===== config.mk =====
export PLATFORM = sky130hd
export DESIGN_NAME = trdb_branch_map_unpacker
export DESIGN_NICKNAME = d
export VERILOG_FILES = /design/src/rtl/trdb_pkg.sv /design/src/rtl/trdb_branch_map_unpacker.sv
export SDC_FILE = /design/constraint.sdc
export NUM_CORES = 1
export LEC_CHECK = 0
export ABC_AREA = 1
export ABC_CLOCK_PERIOD_IN_PS = 2000
export CAP_MARGIN = 20
export CORE_UTILIZATION = 51
export DETAILED_ROUTE_END_ITERATION = 8
export GPL_TIMING_DRIVEN = 0
export PLACE_DENSITY = 0.84
export SLEW_MARGIN = 10
export SYNTH_ARGS = -nofsm -noshare
export SYNTH_HDL_FRONTEND = slang
export SYNTH_SLANG_ARGS = --single-unit

===== constraint.sdc =====
create_clock -name clk_i -period 2 [get_ports clk_i]
set_input_delay 0.3 -clock clk_i [delete_from_list [all_inputs] [get_ports clk_i]]
set_output_delay 0.3 -clock clk_i [all_outputs]
set_load 0.02 [all_outputs]

===== src/rtl/trdb_pkg.sv =====
// Shared trace-debugger constants and types for the branch-map encoder/decoder pair.
// The map bit polarity lives here so both sides can never disagree on it.
package trdb_pkg;

  localparam int BMAP_LEN = 31;
  localparam int CNT_W    = $clog2(BMAP_LEN + 1);

  // A set map bit means the branch was NOT taken.
  localparam logic BMAP_NOT_TAKEN = 1'b1;

  typedef enum logic {
    IDLE,
    DRAIN
  } unpk_state_e;

endpackage


===== src/rtl/trdb_branch_map_unpacker.sv =====
// Replays one branch-map payload as a stream of taken/not-taken outcomes, oldest first.
// Payload accept is allowed during the final outcome handshake so maps can run back-to-back.
module trdb_branch_map_unpacker #(
  parameter int  BMAP_LEN = trdb_pkg::BMAP_LEN,
  localparam int CNT_W    = $clog2(BMAP_LEN + 1)
) (
  input  logic                clk_i,
  input  logic                rst_ni,
  input  logic                flush_i,
  input  logic                pkt_valid_i,
  output logic                pkt_ready_o,
  input  logic [4:0]          branches_i,
  input  logic [BMAP_LEN-1:0] branch_map_i,
  output logic                br_valid_o,
  input  logic                br_ready_i,
  output logic                taken_o,
  output logic                last_o,
  output logic [CNT_W-1:0]    remaining_o
);

  import trdb_pkg::*;

  unpk_state_e         state_q, state_d;
  logic [BMAP_LEN-1:0] map_q, map_d;
  logic [BMAP_LEN-1:0] load_mask;
  logic [CNT_W-1:0]    cnt_q, cnt_d;
  logic [CNT_W-1:0]    load_cnt;
  logic                is_last;
  logic                accept;
  logic                pop;

  // A zero count means a full map; anything beyond the map width is clamped to it.
  always_comb begin
    load_cnt = CNT_W'(BMAP_LEN);
    if ((branches_i != 5'd0) && (int'(branches_i) <= BMAP_LEN)) begin
      load_cnt = CNT_W'(branches_i);
    end
    load_mask = '0;
    for (int i = 0; i < BMAP_LEN; i++) begin
      load_mask[i] = (i < int'(load_cnt));
    end
  end

  always_comb begin
    state_d     = state_q;
    map_d       = map_q;
    cnt_d       = cnt_q;
    pkt_ready_o = 1'b0;
    br_valid_o  = 1'b0;
    accept      = 1'b0;
    pop         = 1'b0;
    is_last     = (cnt_q == CNT_W'(1));

    if (flush_i) begin
      state_d = IDLE;
      map_d   = '0;
      cnt_d   = '0;
    end else begin
      case (state_q)
        IDLE: begin
          pkt_ready_o = 1'b1;
        end
        DRAIN: begin
          br_valid_o  = 1'b1;
          pop         = br_ready_i;
          pkt_ready_o = is_last && br_ready_i;
          if (pop) begin
            map_d = map_q >> 1;
            cnt_d = cnt_q - CNT_W'(1);
            if (is_last) begin
              state_d = IDLE;
            end
          end
        end
        default: begin
          state_d = IDLE;
        end
      endcase

      // Bits above the count are dropped at load so they can never reach taken_o.
      accept = pkt_valid_i && pkt_ready_o;
      if (accept) begin
        map_d   = branch_map_i & load_mask;
        cnt_d   = load_cnt;
        state_d = DRAIN;
      end
    end
  end

  always_ff @(posedge clk_i or negedge rst_ni) begin
    if (!rst_ni) begin
      state_q <= IDLE;
      map_q   <= '0;
      cnt_q   <= '0;
    end else begin
      state_q <= state_d;
      map_q   <= map_d;
      cnt_q   <= cnt_d;
    end
  end

  assign taken_o     = br_valid_o && (map_q[0] != BMAP_NOT_TAKEN);
  assign last_o      = br_valid_o && is_last;
  assign remaining_o = cnt_q;

endmodule


==> results.yml <==
worst_setup_path:
  crit_top_cell: "inv_1"
  slowest_delay_ns: 0.38
  cp_slowest_cell: "dfrtp_1"
  cp_num_cells: 10
  crit_path_end_kind: "register"
  arrival_ns: 2.02
  cp_max_fo: 10
  cp_top_family: "buffers and inverters"
  start_kind: "register"
  critPathRequiredTime_ns: 2.17
  cp_num_buf_inv: 3
  crit_type: "register to register"
  cp_cell_sequence: "inv_1 -> ha_1 -> inv_1 -> nor2_2 -> nand3_2 -> a21oi_2 -> clkbuf_4 -> nand2_1 -> o211ai_1 -> o21ai_0"
  reg2reg_depth: 10
route:
  num_vias: 2542
  wirelength_um: 7000
  avgRoutedWirePerCell_um: 15.8
  route.detailed.drc: 0
  drt_iter0_drc: 220
  drtPass1Iterations: 5
  final_antenna_net_count: 0
  viasPerCell: 5.74
finish:
  fin_nets: 433
  antenna_cells: 0
  fin_area_sq_um: 3030
  drive_gt1_share_pct: 12.8
  syn_to_final_growth_pct: 28.7
flow_run:
  cap_violations: 0
clocking:
  clkSinkCount: 37
  clkLatencyLatePin_ns: 0.29
  clock_path_buffers: 2
  root_buffer: "clkbuf_8"
  htree_levels: 2
  path_clk_slew_ns: 0.08
  cts_made_buffers: 5
  tritoncts: "yes"
synthesis:
  synth_top_area_share_pct: 39.3
  ys_seq_elements: 37
  yosysSeqAreaShare_pct: 39.3
  yosys_warnings: 0
  synth.area.top_cells: "dfrtp_1 (39%), nand2_1 (19%), o21ai_0 (5.3%)"
  synthCells: 333
  synth.distinct_cells: 32
  syn_area_per_cell_sq_um: 7.08
  synth_area_leader_cell: "dfrtp_1"
  syn-num-nets: 376
  synth_area_sq_um: 2360
  synth_edf_count: 0
  async_flop_share_pct: 100
  synth_ff_type: "dfrtp_1"
power:
  powerDensity_nw_per_um2: 690
  p_sw_uw: 698
  pwr-share-clk_pct: 28.2
  total_power_mw: 2.09
  p_sw_share_pct: 33.4
  leakagePower_nw: 1.48
  peakVddDrop_v: 0.000414
  seq_power_share_pct: 41.9
  p_int_mw: 1.39
  combinationalPowerShare_pct: 29.9
sta:
  timing.slew.headroom_pct: 72.5
  rsz0062_at_grt: "no"
  finalSetupTns_ns: 0
  hold_viol: 0
  final-setup-viol-count: 0
  worst_pin_slew_ns: 0.412
  period_minus_slack_ns: 1.85
  fin_skew_ns: 0.00727
  fin_crit_sh_pct: 92.5
  timing.fmax_mhz: 541
  slew_violations: 0
grt:
  grt_pass1_wl_um: 11400
  grt_use_total_pct: 29.9
  grt_overflow: 0
  grt_max_degree: 25
  grt_pass1_vias: 2437
  antenna_found_initial: 0
floorplan:
  die_w_um: 70.0
  initial_utilization_pct: 53.7
  ios: 50
  die-area_sq_um: 4900
  die_y_um: 70.0
  num_rows: 24
  coreArea_sq_um: 4380
placement:
  place_congestion: 0.933
  dp_hpwl_um: 4970
  port_buffers: 48
  placed_area_sq_um: 2920
hold_path:
  hold_path.class: "primary input to asynchronous set/reset pin"
status:
  outcome: "finished, final reports clean"
cell families after synthesis:
family / Yosys count / synth area share, %
adders and majority gates: 2 / 1.06
and+or+nand+nor: 185 / 34.9
AOI/OAI and AO/OA: 65 / 15.7
DFF: 37 / 39.3
buffers and inverters: 42 / 8.23
xor gates and xnor gates: 2 / 0.744
cells in the mapped netlist, drive strengths merged (2+ instances only):
library cell,count
buf,13
o21ai,39
ha,2
dfrtp,37
inv,29
nor3,3
o211ai,8
o22ai,3
nand2,126
a21oi,12
nand4,5
nor2,25
xor2,2
nand3,24
layer usage:
layer / up-vias / track usage (%) / wire (um)
met5: - / 0 / 0
met4: 0 / 11.8 / 196
met3: 20 / 5.34 / 594
met2: 145 / 48.5 / 3330
met1: 1180 / 39.7 / 2880
li1: 1197 / - / -
through the flow:
step	hold slack, ns	utilization (%)	instances	worst slack [ns]
floorplan	0.00441	-	333	0.341
global placement	0.463	66.2	433	-0.248
detailed placement	0.235	66.7	434	-0.00884
CTS	0.471	69.2	443	0.0241
global route	0.493	69.2	443	0.0128
finish	0.460	69.2	443	0.150
layout by cell type, fill, tap and decap left out, types with 2 or more instances in the layout:
| master | synthesis | final |
|---|---|---|
| buf_4 | 2 | 2 |
| inv_1 | 22 | 22 |
| nand3_2 | 3 | 3 |
| nor3_1 | 3 | 3 |
| buf_2 | 9 | 8 |
| dfrtp_1 | 37 | 37 |
| o211ai_1 | 7 | 7 |
| clkbuf_8 | 0 | 7 |
| nor2_1 | 19 | 19 |
| inv_2 | 6 | 6 |
| o21ai_0 | 25 | 25 |
| nor2_2 | 5 | 5 |
| ha_1 | 2 | 2 |
| buf_6 | 2 | 2 |
| nand3_1 | 20 | 20 |
| nand2_4 | 2 | 2 |
| clkbuf_2 | 0 | 2 |
| clkbuf_4 | 0 | 2 |
| o21ai_1 | 14 | 14 |
| nand4_1 | 5 | 5 |
| nand2_2 | 2 | 2 |
| xor2_1 | 2 | 2 |
| o22ai_1 | 3 | 3 |
| nand2_1 | 122 | 122 |
| a21oi_1 | 10 | 10 |
| a21oi_2 | 2 | 2 |
| clkdlybuf4s50_1 | 0 | 44 |
sequential cells by signal, indices dropped and copies added, names as in the netlist:
register     cells
remaining_o      5
state_q          1
map_q           31
power by group through the flow:
stage / Sequential, mW / Combinational (mW) / Clock, mW
floorplan: 0.904 / 0.333 / 0
global placement: 0.886 / 0.591 / 0
detailed placement: 0.890 / 0.609 / 0
CTS: 0.876 / 0.613 / 0.584
global route: 0.884 / 0.677 / 0.625
finish: 0.876 / 0.625 / 0.591
layout make-up:
class / instances / area [sq um]
Multi-Input combinational cell: 254 / 1240
Inverter: 29 / 111
Clock buffer: 7 / 96.3
Clock inverter: 1 / 5.00
Tap cell: 52 / 65.1
Fill cell: 396 / 1350
Sequential cell: 37 / 926
Buffer: 13 / 87.6
Timing Repair Buffer: 50 / 505
what timing repair did:
item | in CTS | in global routing
endpoints found under the setup margin | 2 | 5
hold buffers | 1 | 0
setup buffers | 0 | 0
hold endpoints to repair | 13 | 0
resized for setup | 2 | 8
cloned | 0 | 0
path summary, 6_finish.rpt:
path | start | endpoint | slack (ns)
hold reg to reg | map_q[18] | map_q[18] | 0.49
hold / removal | rst_ni | map_q[11] | 0.46
setup / recovery | remaining_o[1] | map_q[7] | 0.15
setup reg to reg | remaining_o[1] | map_q[7] | 0.15
max in group asynchronous | rst_ni | map_q[15] | 1.08
min in group clk_i | map_q[18] | map_q[18] | 0.49
Power figures use the tool's default switching activity.
